**config.mk**
```make
export PLATFORM = sky130hd
export DESIGN_NAME = image_mem_arbiter
export DESIGN_NICKNAME = d
export VERILOG_FILES = /design/src/rtl/image_mem_arbiter.sv
export SDC_FILE = /design/constraint.sdc
export NUM_CORES = 1
export LEC_CHECK = 0
export ABC_AREA = 1
export BUFFER_PORTS_ARGS = -buffer_cell sky130_fd_sc_hd__buf_4
export CORE_ASPECT_RATIO = 2
export CORE_MARGIN = 10
export CORE_UTILIZATION = 42
export DETAILED_ROUTE_END_ITERATION = 10
export GPL_TIMING_DRIVEN = 0
export PLACE_DENSITY = 0.77
export SYNTH_ARGS = -nofsm -noshare
export SYNTH_HDL_FRONTEND = slang
export SYNTH_SLANG_ARGS = --single-unit
export TNS_END_PERCENT = 20
```
**constraint.sdc**
```tcl
create_clock -name clk -period 6.5 [get_ports clk]
set_input_delay 1.95 -clock clk [delete_from_list [all_inputs] [get_ports clk]]
set_output_delay 1.95 -clock clk [all_outputs]
set_load 0.1 [all_outputs]
```
**src/rtl/image_mem_arbiter.sv**
```systemverilog
// image_mem_arbiter: shares the image memory port between the processor (P0)
// and the frame-readout DMA (P1). Per-cycle round-robin with a combinational
// grant, a one-cycle tagged read return and a saturating contention counter.
// Optional burst lock for the DMA when IMG_ARB_BURST_EN is defined.
module image_mem_arbiter #(
  parameter int AW        = 32,
  parameter int DW        = 8,
  parameter int MAX_BURST = 16,
  parameter int CW        = 16
) (
  input  logic          clk,
  input  logic          rst,
  input  logic          p0_req,
  input  logic          p0_we,
  input  logic [AW-1:0] p0_addr,
  input  logic [DW-1:0] p0_wdata,
  output logic          p0_gnt,
  output logic          p0_rvalid,
  output logic [DW-1:0] p0_rdata,
  input  logic          p1_req,
  input  logic          p1_we,
  input  logic [AW-1:0] p1_addr,
  input  logic [DW-1:0] p1_wdata,
  output logic          p1_gnt,
  output logic          p1_rvalid,
  output logic [DW-1:0] p1_rdata,
  input  logic          p1_lock,
  output logic          mem_we,
  output logic [AW-1:0] mem_addr,
  output logic [DW-1:0] mem_wdata,
  input  logic [DW-1:0] mem_rdata,
  output logic [CW-1:0] contention_cnt,
  output logic          busy
);

  localparam logic P0 = 1'b0;
  localparam logic P1 = 1'b1;

`ifdef IMG_ARB_BURST_EN
  typedef enum logic {ARB, P1_BURST} state_t;
  localparam int BCW = $clog2(MAX_BURST + 1);
  logic [BCW-1:0] burst_cnt_q, burst_cnt_d;
`else
  typedef enum logic {ARB} state_t;
  logic unused_lock;
  assign unused_lock = p1_lock;
`endif

  state_t        state_q, state_d;
  logic          last_winner_q, last_winner_d;
  logic          pend_vld_q, pend_vld_d;
  logic          pend_tag_q, pend_tag_d;
  logic [AW-1:0] mem_addr_q, mem_addr_d;
  logic [DW-1:0] mem_wdata_q, mem_wdata_d;
  logic [DW-1:0] p0_rdata_q, p0_rdata_d;
  logic [DW-1:0] p1_rdata_q, p1_rdata_d;
  logic [CW-1:0] cnt_q, cnt_d;

  // Grant decision: round-robin on ties, DMA priority while a burst is held.
  always_comb begin
    p0_gnt = 1'b0;
    p1_gnt = 1'b0;
    if (!rst) begin
`ifdef IMG_ARB_BURST_EN
      if (state_q == P1_BURST) begin
        p1_gnt = p1_req;
        p0_gnt = p0_req & ~p1_req;
      end else
`endif
      if (p0_req && p1_req) begin
        if (last_winner_q == P1) p0_gnt = 1'b1;
        else                     p1_gnt = 1'b1;
      end else begin
        p0_gnt = p0_req;
        p1_gnt = p1_req;
      end
    end
  end

  // FSM next state and last-winner tracking.
  always_comb begin
    state_d       = state_q;
    last_winner_d = last_winner_q;
    if (p0_gnt) last_winner_d = P0;
    if (p1_gnt) last_winner_d = P1;
`ifdef IMG_ARB_BURST_EN
    burst_cnt_d = burst_cnt_q;
    case (state_q)
      ARB: begin
        // A burst of length one would end on entry, so stay in ARB then.
        if (p1_gnt && p1_lock && MAX_BURST > 1) begin
          state_d     = P1_BURST;
          burst_cnt_d = BCW'(1);
        end
      end
      default: begin
        if (p1_gnt) burst_cnt_d = burst_cnt_q + BCW'(1);
        if (!p1_lock || (p1_gnt && (burst_cnt_q + BCW'(1)) >= BCW'(MAX_BURST))) begin
          state_d       = ARB;
          last_winner_d = P1;
        end
      end
    endcase
`endif
  end

  // Memory drive from the winner; address/data hold when idle.
  always_comb begin
    mem_we    = 1'b0;
    mem_addr  = mem_addr_q;
    mem_wdata = mem_wdata_q;
    if (p0_gnt) begin
      mem_we    = p0_we;
      mem_addr  = p0_addr;
      mem_wdata = p0_wdata;
    end else if (p1_gnt) begin
      mem_we    = p1_we;
      mem_addr  = p1_addr;
      mem_wdata = p1_wdata;
    end
    mem_addr_d  = mem_addr;
    mem_wdata_d = mem_wdata;
  end

  // Read return: tag the granted read, steer mem_rdata to its owner next cycle.
  always_comb begin
    pend_vld_d = (p0_gnt | p1_gnt) & ~mem_we;
    pend_tag_d = p1_gnt;
    p0_rvalid  = pend_vld_q & (pend_tag_q == P0);
    p1_rvalid  = pend_vld_q & (pend_tag_q == P1);
    p0_rdata   = p0_rvalid ? mem_rdata : p0_rdata_q;
    p1_rdata   = p1_rvalid ? mem_rdata : p1_rdata_q;
    p0_rdata_d = p0_rdata;
    p1_rdata_d = p1_rdata;
  end

  // Saturating contention counter and busy flag.
  always_comb begin
    cnt_d = cnt_q;
    if (p0_req && p1_req && cnt_q != {CW{1'b1}}) cnt_d = cnt_q + CW'(1);
    contention_cnt = cnt_q;
    busy           = p0_gnt | p1_gnt | pend_vld_q;
  end

  // State registers.
  always_ff @(posedge clk or posedge rst) begin
    if (rst) begin
      state_q       <= ARB;
      last_winner_q <= P1;
      pend_vld_q    <= 1'b0;
      pend_tag_q    <= 1'b0;
      mem_addr_q    <= '0;
      mem_wdata_q   <= '0;
      p0_rdata_q    <= '0;
      p1_rdata_q    <= '0;
      cnt_q         <= '0;
`ifdef IMG_ARB_BURST_EN
      burst_cnt_q   <= '0;
`endif
    end else begin
      state_q       <= state_d;
      last_winner_q <= last_winner_d;
      pend_vld_q    <= pend_vld_d;
      pend_tag_q    <= pend_tag_d;
      mem_addr_q    <= mem_addr_d;
      mem_wdata_q   <= mem_wdata_d;
      p0_rdata_q    <= p0_rdata_d;
      p1_rdata_q    <= p1_rdata_d;
      cnt_q         <= cnt_d;
`ifdef IMG_ARB_BURST_EN
      burst_cnt_q   <= burst_cnt_d;
`endif
    end
  end

endmodule

```
; ---- Yosys cells after proc, flatten, opt, wreduce, memory -nomap -nowiden
; Index checks and enable logic that the tools add are counted.
[classes]
n_bitwise = 7
n_addsub = 1
mux = 16
n_reduce_logical = 3
eq_ne = 1
[ops]
columns = op, n
row1 = two-way mux 32 bit, 2
row2 = two-way mux 8 bit, 4
row3 = "adder 16 x 1 -> 16 bit, second input constant", 1
row4 = "!= test 16 bit, second input constant", 1
row5 = two-way mux 1 bit, 10
row6 = bitwise AND 1 bit, 3
row7 = logical AND 1 bit, 2
row8 = inverter 1 bit, 2
row9 = OR 1 bit, 2
row10 = nonzero test 2 bit, 1
[totals]
in_bits = 95
word_cells = 36
reg_bits = 75

; ---- Depth between registers and ports, before layout
; Gate-level depths: netlist of the first run.
[depth]
ltp_word = 7
ltp_mapped = 9
ltp_nobuf = 8

; ---- Least setup slack after synthesis of the first run
; No wires, ideal clock.
[synth_timing]
kind = input to output
startpoint = input rst
endpoint = output mem_addr[22]
n_path_buf = 1
required_time_ns = 4.550
path_stages = 6
slack_ns = -1.680
arrival_ns = 6.230
cell_sequence = inv_1 -> nand3_2 -> clkinv_1 -> buf_2 -> nand2_1 -> a31oi_1
[synth_via]
elab_chain_len = 3
elab_cells_between_ends = 4
[synth_lines]
columns = element, line
row1 = start: declaration, 12  ; input logic rst,
row2 = two-way mux 1 bit, 63  ; if (!rst) begin
row3 = via p1_gnt, 24  ; output logic p1_gnt,
row4 = two-way mux 32 bit, 116  ; end else if (p1_gnt) begin
row5 = two-way mux 32 bit, 112  ; if (p0_gnt) begin
row6 = end: declaration, 29  ; output logic [AW-1:0] mem_addr,
; The timed path passes the listed nets, and every way through them passes these cells.

; ---- Final worst setup path of the first run
[layout_timing]
startpoint = input rst
endpoint = output mem_wdata[2]
[layout_via]
elab_chain_len = 3
elab_cells_between_ends = 4
[layout_lines]
columns = element, line
row1 = two-way mux 1 bit, 63
row2 = two-way mux 8 bit, 116
row3 = two-way mux 8 bit *, 112
row4 = end: declaration, 30  ; output logic [DW-1:0] mem_wdata,
; Mark *: on every way between the ends. The rest lies on a longest branch, timed or not.

==> metrics.yaml, run 1 <==
outcome: "complete, no violations"
final_common_cell: "buf_4"
min_period_ns: 5.829
multi_input_area_um2: 1804
pwr-share-seq_pct: 26.5
slew_violations: 0
reg2reg_to: "mem_addr_q[21]"
finalCritPeriodShare_pct: 89.67
vias: 3826
async_flop_share_pct: 100.0
crit_path_start: "rst"
cts_tree: "yes"
reg2reg_from: "last_winner_q"
wl_per_cell_um: 17.08
clock_latency_ns: 0.33
power_switching_uw: 1229
rsz0062_at_grt: "false"
cap_violations: 0
critPathArrivalTime_ns: 3.88
p_leak_uw: 0.002793
grt_max_degree: 43
synth_cell_type_count: 27
grt_usage_pct: 19.02
first_iter_violations: 114
path_clk_slew_ns: 0.06
syn_inst: 459
endpoint: "mem_wdata[2]"
ys_seq_elements: 75
overflow: 0
drc_errors: 0
r2r_slack_ns: 4.89
hold_path_class: "reg -> reg"
setup_viol_count_final: 0
start_kind: "input port"
syn_avg_cell_area_um2: 7.870
hold_viol: 0
clk_path_buf_depth: 2
post_cts_buffers: 0
areaGrowthSynthToFinish_pct: 56.25
end_kind: "primary output"
die_h_um: 151.2
place.gp.congestion: 0.8659
antenna_left: 0
antenna_found_initial: 0
ios: 173
fin_skew_ns: 0.006677
grt_pass1_wl_um: 19880
register_area_um2: 1878
cts_buffers: 9
cts-hold-fix-buffers: 0
num_rows: 47
clkPwrFrac_pct: 20.5
cts_sinks: 75
dr.pass1.iters: 4
vdd_drop_max_v: 0.0002617
reg2reg_depth: 5
fin_tns_setup_ns: 0
syn_nets: 555
fillers: 722
timing.hold.ws_ns: 0.5027
n_antenna_cell: 0
viasPerCell: 5.129
port_buffers: 171
crit_type: "in -> out"
core_um2: 8351
h-tree-depth: 3
cp_slowest_cell: "clkinvlp_4"
ys_seq_area_share_pct: 51.99
p_comb_share_pct: 53.0
crit_fanout: 18
tightest_slew_ns: 0.9786
max_stage_delay_ns: 0.38
path_common_cell: "buf_4"
start_util_pct: 43.26
nets: 739
drive_above_1_share_pct: 39.97
ys_warn_count: 0
max_freq_ghz: 0.1716
worstPathRequired_ns: 4.55
syn_area_um2: 3612
p_int_uw: 1087
crit_chain: "buf_4 > clkinvlp_4 > nand3_2 > buf_1 > nand2_1 > a31oi_2 > buf_4"
dp_hpwl_um: 10140
relSlewSlack_pct: 34.40
finalWirelength_um: 12740
synth_flop_cell: "dfrtp_1"
grt_pass1_vias: 4051
switching_share_pct: 53.05
dieArea_um2: 12930
final_cell_mix: "buf_4 (174), nand2_1 (166), dfrtp_1 (74), nor2_1 (57), inv_1 (33)"
cts_root_buf: "clkbuf_16"
p_per_area_nw_per_um2: 410.3
synth_edf_count: 0
die-width_um: 85.58
-- sequential cells by signal, indices dropped and copies added (netlist names) --
name,flops
mem_addr_q,32
contention_cnt,16
mem_wdata_q,8
p0_rdata_q,8
p1_rdata_q,8
last_winner_q,1
pend_tag_q,1
pend_vld_q,1
-- area by class of cell --
type / count / share of cell area (%)
sequential: 75 / 33.27
buffer: 20 / 1.862
timing repair buffer: 172 / 23.10
inverter: 36 / 2.461
clock buffer: 9 / 3.990
tap: 98 / 2.172
timing repair inverter: 1 / 0.08867
clock inverter: 7 / 1.086
multi-input combinational: 328 / 31.97
-- cells by family (layout without fill, tap and decap cells) --
group | Yosys count | after routing | share of synthesized area, %
xor gates and xnor gates | 3 | 3 | 0.7275
and+or+nand+nor | 259 | 259 | 29.69
adders and majority gates | 1 | 1 | 0.3463
DFF | 75 | 75 | 51.99
buffers and inverters | 56 | 245 | 6.650
AOI/OAI and AO/OA | 65 | 65 | 10.60
-- power groups by stage --
stage	logic (µW)	registers, µW	clock network, µW
2_1_floorplan	873	708	0
3_3_place_gp	1220	617	0
3_5_place_dp	1230	621	0
4_1_cts	1230	614	484
5_1_grt	1270	623	501
6_report	1230	613	474
-- synthesized netlist by cell type (5+ instances only) --
| cell type | number | area [µm²] |
|---|---|---|
| buf_2 | 9 | 45.04 |
| inv_1 | 34 | 127.6 |
| nand2_1 | 166 | 623.1 |
| clkbuf_1 | 5 | 18.77 |
| a31oi_1 | 40 | 250.2 |
| nand3_1 | 12 | 60.06 |
| o21ai_0 | 20 | 100.1 |
| nand4_1 | 8 | 50.05 |
| dfrtp_1 | 74 | 1852 |
| nand2_2 | 6 | 37.54 |
| nor2_1 | 57 | 214.0 |
-- timing repair --
| item | 4_1_cts | 5_1_grt |
|---|---|---|
| endpoints found under the hold margin | 0 | 0 |
| gates resized for setup | 0 | 0 |
| setup endpoints to repair | 0 | 10 |
-- routing by layer --
metal	share of wire [%]	vias to the layer above	track usage, %	wire length (µm)
li1	-	1849	-	-
met1	34	1815	18.57	4341
met3	6.9	30	6.186	873
met2	55	132	35.13	7040
met4	3.8	0	8.361	482
met5	0	-	0	0
-- worst max-delay path: cells and delay by family --
kind / cells / cell delay [ns]
AND/OR/NAND/NOR: 2 / 0.48
AO/OA/AOI/OAI: 1 / 0.23
buffers and inverters: 4 / 1.21
-- how the worst min path moves through the flow --
stage                        startpoint            end  slack (ns)  cells past startpoint
after floorplan           last_winner_q  last_winner_q        0.47                      2
after detailed placement  p1_rdata_q[5]  p1_rdata_q[5]        0.49                      2
after global routing      last_winner_q  last_winner_q        0.53                      2
after CTS                 last_winner_q  last_winner_q        0.51                      2
after global placement    p0_rdata_q[1]  p0_rdata_q[1]        0.48                      2
final                     last_winner_q  last_winner_q        0.50                      2
-- metrics by stage --
step                instance area, µm²  instances  util [%]  setup slack (ns)  total power, µW
floorplan                         3926        459         -           -0.6599             1582
global route                      5644        746     67.59            0.3961             2397
detailed placement                5353        729     64.10            0.1403             1852
finish                            5644        746     67.59            0.6711             2316
CTS                               5639        745     67.53            0.1591             2333
global placement                  5333        728     63.86           -0.7603             1838
Note: power is estimated with default switching activity, not from simulation.
==> run 2: changes to the inputs <==
- ABC_AREA: 1 -> unset
- CORE_MARGIN: 10 -> 2
- CORE_UTILIZATION: 42 -> 41
- PLACE_DENSITY: 0.77 -> 0.76
==> run 2 against run 1 <==
Setup slack worse by 0.21 ns. Area after synthesis shrank 7.1%. Global-route usage grew 6.1 points. Via count is 13% lower. Sequential share of layout area down 0.56 points. Hold slack lost 0.0072 ns. Design area up 1.7%. Clock skew fell by 0.0020 ns. Die area shrank 31%. Critical path type unchanged. Largest power group unchanged.
==> metrics.yaml, run 2 <==
crit_family: "buffers and inverters"  # unchanged
clock_latency_ns: 0.33  # about the same
p_leak_uw: 0.002639  # was 0.002793 µW
die_h_um: 131.9  # was 151.2 µm
grt_pass1_wl_um: 17140  # was 19,880 µm
rsz0062_at_grt: "false"  # unchanged
finalCritPeriodShare_pct: 92.90  # was 89.67%
port_buffers: 171  # unchanged
fin_skew_ns: 0.004639  # was 0.006677 ns
tightest_slew_ns: 0.5507  # was 0.9786 ns
yosysMostFrequentCell: "nand2_1"  # unchanged
wl_per_cell_um: 17.03  # was 17.08 µm
path_common_cell: "buf_4"  # unchanged
dieArea_um2: 8968  # was 12,930 µm²
clk_path_buf_depth: 2  # unchanged
largest_reg_flops: 32  # unchanged
slew_violations: 0  # unchanged
yosys-top-cells-area: "dfrtp_1 (55%), nand2_1 (10%), a31oi_1 (7.5%)"  # was dfrtp_1 (51%), nand2_1 (17%), a31oi_1 (6.9%)
setup_viol_count_final: 0  # unchanged
hold_path_class: "reg -> reg"  # unchanged
register_area_um2: 1878  # unchanged
vdd_drop_max_v: 0.0002224  # was 0.0002617 V
antenna_left: 0  # unchanged
n_antenna_cell: 0  # unchanged
setup_slack_ns: 0.4618  # was 0.6711 ns
ys_seq_elements: 75  # unchanged
reg2reg_depth: 5  # unchanged
die-width_um: 67.97  # was 85.58 µm
top_register: "mem_addr_q"  # unchanged
post_cts_resized: 0  # unchanged
reg2reg_from: "contention_cnt[0]"  # was last_winner_q
synth_flop_cell: "dfrtp_1"  # unchanged
worstPathRequired_ns: 4.55  # about the same
cts_root_buf: "clkbuf_16"  # unchanged
cts_tree: "yes"  # unchanged
synthTopCellsByCount: "nand2_1 (89), dfrtp_1 (74), nor2_1 (46), a31oi_1 (40), mux2_2 (16)"  # was nand2_1 (166), dfrtp_1 (74), nor2_1 (57), a31oi_1 (40), inv_1 (34)
finalWirelength_um: 10770  # was 12,740 µm
drive_above_1_share_pct: 49.44  # was 39.97%
nets: 627  # was 739
fillers: 593  # was 722
final_common_cell: "buf_4"  # unchanged
num_rows: 46  # was 47
r2r_slack_ns: 4.85  # was 4.89 ns
grt_usage_pct: 25.12  # was 19.02%
relSlewSlack_pct: 63.29  # was 34.40%
final_cell_count_no_fill: 632  # was 746
post_cts_buffers: 0  # unchanged
fin_tns_setup_ns: 0  # unchanged
hp-start: "p0_rdata_q[3]"  # was last_winner_q
dp.cells: 616  # was 729
cap_violations: 0  # unchanged
outcome: "complete, no violations"  # unchanged
final_cell_mix: "buf_4 (171), nand2_1 (89), dfrtp_1 (74), nor2_1 (46), a31oi_4 (40)"  # was buf_4 (174), nand2_1 (166), dfrtp_1 (74), nor2_1 (57), inv_1 (33)
vias: 3330  # was 3,826
p_per_area_nw_per_um2: 417.8  # was 410.3 nW/µm²
min_period_ns: 6.038  # was 5.829 ns
ios: 173  # unchanged
syn_area_um2: 3356  # was 3612 µm²
syn_nets: 443  # was 555
drc_errors: 0  # unchanged
max_stage_delay_ns: 0.44  # was 0.38 ns
pre_cts_ws_ns: 0.3795  # was 0.1403 ns
cp.depth: 8  # was 7
dp_hpwl_um: 8396  # was 10,140 µm
ys_warn_count: 0  # unchanged
start_kind: "input port"  # unchanged
path_clk_slew_ns: 0.06  # about the same
core_um2: 7943  # was 8351 µm²
synth_top_area_share_pct: 55.18  # was 51.26%
grt_pass1_vias: 3581  # was 4,051
multi_input_area_um2: 1993  # was 1804 µm²
cts-hold-fix-buffers: 0  # unchanged
critPathArrivalTime_ns: 4.09  # was 3.88 ns
start_util_pct: 42.25  # was 43.26%
hold_path_depth: 1  # was 2
overflow: 0  # unchanged
endpoint: "mem_addr[10]"  # was mem_wdata[2]
grt_max_degree: 30  # was 43
crit_path_start: "rst"  # unchanged
final_area_um2: 5741  # was 5644 µm²
timing.hold.ws_ns: 0.4956  # was 0.5027 ns
placed_cell_area_um2: 5415  # was 5353 µm²
cp_slowest_cell: "clkinvlp_4"  # unchanged
crit_chain: "buf_4 > clkinvlp_4 > buf_12 > nand3_2 > clkbuf_1 > nor2_1 > a31oi_4 > buf_4"  # was buf_4 > clkinvlp_4 > nand3_2 > buf_1 > nand2_1 > a31oi_2 > buf_4
cts_sinks: 75  # unchanged
areaGrowthSynthToFinish_pct: 71.07  # was 56.25%
first_iter_violations: 202  # was 114
h-tree-depth: 3  # unchanged
cp_num_buf_inv: 5  # was 4
crit_fanout: 28  # was 18
cts_buffers: 9  # unchanged
crit_type: "in -> out"  # unchanged
viasPerCell: 5.269  # was 5.129
yosysTopAreaCell: "dfrtp_1"  # unchanged
synth_edf_count: 0  # unchanged
syn_avg_cell_area_um2: 9.671  # was 7.870 µm²
async_flop_share_pct: 100.0  # unchanged
max_freq_ghz: 0.1656  # was 0.1716 GHz
place.gp.congestion: 0.8269  # was 0.8659
hold_viol: 0  # unchanged
dr.pass1.iters: 4  # unchanged
end_kind: "primary output"  # unchanged
reg2reg_to: "contention_cnt[14]"  # was mem_addr_q[21]
antenna_found_initial: 0  # unchanged
synth_cell_type_count: 31  # was 27
ys_seq_area_share_pct: 55.97  # was 51.99%
syn_inst: 347  # was 459
run 2: how the worst min path moves through the flow:
stage                    endpoint  slack [ns]
floorplan           last_winner_q        0.47
global placement    p0_rdata_q[5]        0.48
detailed placement  p0_rdata_q[3]        0.48
CTS                 p0_rdata_q[3]        0.50
global route        p0_rdata_q[2]        0.52
finish              p0_rdata_q[3]        0.50
run 2: report_power, final:
group	internal, µW	leakage, µW	switching, µW	total, µW
Combinational	299	0.00159	948	1250
Clock	339	0.000149	202	541
Sequential	563	0.000901	48.2	611
Total	1200	0.00264	1200	2400
run 2: cell type report:
| type | count | area share, % |
|---|---|---|
| well taps | 96 | 2.092 |
| inverters | 6 | 0.4577 |
| plain buffers | 17 | 1.286 |
| repair buffers | 173 | 23.06 |
| multi-input cells | 249 | 34.72 |
| flip-flops and latches | 75 | 32.72 |
| clock inverters | 7 | 1.744 |
| clock buffers | 9 | 3.923 |
run 2: cells by family after synthesis:
group,count (synthesis),synth area share (%)
AO/OA/AOI/OAI,52,9.992
XOR/XNOR,12,3.132
adder cells (fa/ha/maj),1,0.3728
buffers and inverters,23,2.722
flip-flops,75,55.97
multiplexers,17,5.816
AND/OR/NAND/NOR,167,22.00
run 2: metrics by stage:
step	power [µW]	util, %
finish	2398	72.27
detailed placement	1868	68.18
CTS	2417	72.27
global placement	1849	67.67
global route	2479	72.27
floorplan	1615	-
run 2: layer usage:
layer	track usage (%)	up-vias	routed length, µm	part of all wire, %
met5	0	-	0	0
met4	13.11	0	435	4.0
met3	5.295	35	598	5.6
met2	44.39	128	6022	56
met1	26.41	1604	3708	34
li1	-	1563	-	-
==> run 3: changes to the inputs <==
- CORE_UTILIZATION: 41 -> 25
- PLACE_DENSITY: 0.76 -> unset
- TNS_END_PERCENT: 20 -> unset
==> run 3 against run 2 <==
Power fell by 0.12%. Critical path depth down 1. Combinational power is essentially flat. Core utilization decreased by 28 points. Cell count up 8.9%. Critical endpoint is now mem_addr[28]. Largest power group unchanged.
==> metrics.yaml, run 3 (same netlist as run 2, synthesis figures left out) <==
setup_viol_count_final: 0  # unchanged
finalCritPeriodShare_pct: 89.27  # was 92.90%
fin_tns_setup_ns: 0  # unchanged
areaGrowthSynthToFinish_pct: 72.97  # was 71.07%
antenna_found_initial: 0  # unchanged
fin_skew_ns: 0.008239  # was 0.004639 ns
cts-hold-fix-buffers: 0  # unchanged
path_clk_slew_ns: 0.06  # about the same
rsz0062_at_grt: "false"  # unchanged
final_cell_mix: "buf_4 (171), nand2_1 (89), dfrtp_1 (74), nor2_1 (46), a31oi_4 (40)"  # unchanged
num_rows: 59  # was 46
dieArea_um2: 14420  # was 8968 µm²
use_met1_pct: 16.07  # was 26.41%
p_comb_share_pct: 52.2  # was 52.0%
ios: 173  # unchanged
grt_max_degree: 34  # was 30
clkPwrFrac_pct: 22.3  # was 22.5%
post_cts_resized: 0  # unchanged
clk_path_buf_depth: 2  # unchanged
start_kind: "input port"  # unchanged
cts_root_buf: "clkbuf_16"  # unchanged
wl_per_cell_um: 16.44  # was 17.03 µm
max_freq_ghz: 0.1723  # was 0.1656 GHz
die-width_um: 85.93  # was 67.97 µm
finalPower_uw: 2395  # was 2398 µW
dr.pass1.iters: 4  # unchanged
switching_share_pct: 49.95  # was 49.94%
cts_sinks: 75  # unchanged
core_um2: 13070  # was 7943 µm²
worstPathRequired_ns: 4.55  # about the same
place.gp.congestion: 0.7734  # was 0.8269
start_util_pct: 25.68  # was 42.25%
p_int_uw: 1199  # was 1201 µW
power_switching_uw: 1196  # was 1198 µW
hold_viol: 0  # unchanged
critPathArrivalTime_ns: 3.85  # was 4.09 ns
grt_use_met2_pct: 30.50  # was 44.39%
hold_path_class: "reg -> reg"  # unchanged
top_register: "mem_addr_q"  # unchanged
h-tree-depth: 3  # unchanged
p_per_area_nw_per_um2: 412.7  # was 417.8 nW/µm²
first_iter_violations: 85  # was 202
vdd_drop_max_v: 0.0002266  # was 0.0002224 V
end_kind: "primary output"  # unchanged
drc_errors: 0  # unchanged
post_cts_buffers: 0  # unchanged
viasPerCell: 4.789  # was 5.269
n_antenna_cell: 0  # unchanged
top_usage_layer: "met2"  # unchanged
grt_pass1_wl_um: 17970  # was 17,140 µm
overflow: 0  # unchanged
final_common_cell: "buf_4"  # unchanged
min_period_ns: 5.803  # was 6.038 ns
pwr-share-seq_pct: 25.5  # about the same
cts_tree: "yes"  # unchanged
grt_pass1_vias: 3686  # was 3,581
die_h_um: 167.8  # was 131.9 µm
cts_buffers: 9  # unchanged
outcome: "complete, no violations"  # unchanged
tightest_slew_ns: 0.5807  # was 0.5507 ns
drive_above_1_share_pct: 49.25  # was 49.44%
vias: 3295  # was 3,330
dp_hpwl_um: 8927  # was 8396 µm
slew_violations: 0  # unchanged
port_buffers: 171  # unchanged
r2r_slack_ns: 4.80  # was 4.85 ns
nets: 627  # unchanged
grt_usage_pct: 15.85  # was 25.12%
largest_reg_flops: 32  # unchanged
cap_violations: 0  # unchanged
antenna_left: 0  # unchanged
finalWirelength_um: 11310  # was 10,770 µm
clock_latency_ns: 0.33  # about the same
gr-usage-met3_pct: 3.725  # was 5.295%
relSlewSlack_pct: 61.29  # was 63.29%
crit_type: "in -> out"  # unchanged
crit_fanout: 15  # was 28
p_leak_uw: 0.002643  # was 0.002639 µW
## run 3: path summary, 6_finish.rpt
kind                                from              to  cells past startpoint
max in group asynchronous            rst  mem_addr_q[24]                      3
min in group asynchronous            rst  mem_wdata_q[5]                      2
hold reg to reg            last_winner_q   last_winner_q                      2
setup reg to reg           last_winner_q  mem_addr_q[16]                      4
setup / recovery                     rst    mem_addr[28]                      7
hold / removal             last_winner_q   last_winner_q                      2
## run 3: layout make-up
type | instances | area (µm²)
plain buffers | 17 | 73.82
clock inverters | 6 | 90.09
clock buffers | 10 | 229.0
well taps | 152 | 190.2
repair buffers | 173 | 1324
flip-flops and latches | 75 | 1878
fillers | 1302 | 7262
inverters | 6 | 26.28
multi-input cells | 249 | 1993
## run 3: per-layer routing
layer	vias up	part of all wire (%)
li1	1556	-
met1	1620	36
met2	105	57
met3	14	5.3
met4	0	1.9
met5	-	0
## run 3: stage by stage
| step | hold WS, ns | instance area (µm²) | worst slack, ns | instances | util [%] |
|---|---|---|---|---|---|
| 3_3_place_gp | 0.4799 | 5445 | -0.8776 | 670 | 41.67 |
| 2_1_floorplan | 0.4674 | 3971 | 0.03367 | 347 | - |
| 3_5_place_dp | 0.4840 | 5485 | 0.6221 | 672 | 41.98 |
| 6_report | 0.4931 | 5804 | 0.6975 | 688 | 44.42 |
| 4_1_cts | 0.4992 | 5804 | 0.6186 | 688 | 44.42 |
| 5_1_grt | 0.5133 | 5804 | 0.4888 | 688 | 44.42 |
## run 3: power groups by stage
stage | clock [µW] | combinational [µW] | sequential, µW
final | 533 | 1250 | 612
after global routing | 566 | 1290 | 624
after CTS | 555 | 1260 | 613
after detailed placement | 0 | 1260 | 620
after global placement | 0 | 1240 | 615
after floorplan | 0 | 892 | 722
## run 3: worst max-delay path: stages
cell	delay, ns
buf_4	0.11
clkinvlp_4	0.34
nand3_2	0.34
clkbuf_1	0.44
nor2_1	0.15
a31oi_4	0.18
buf_4	0.32
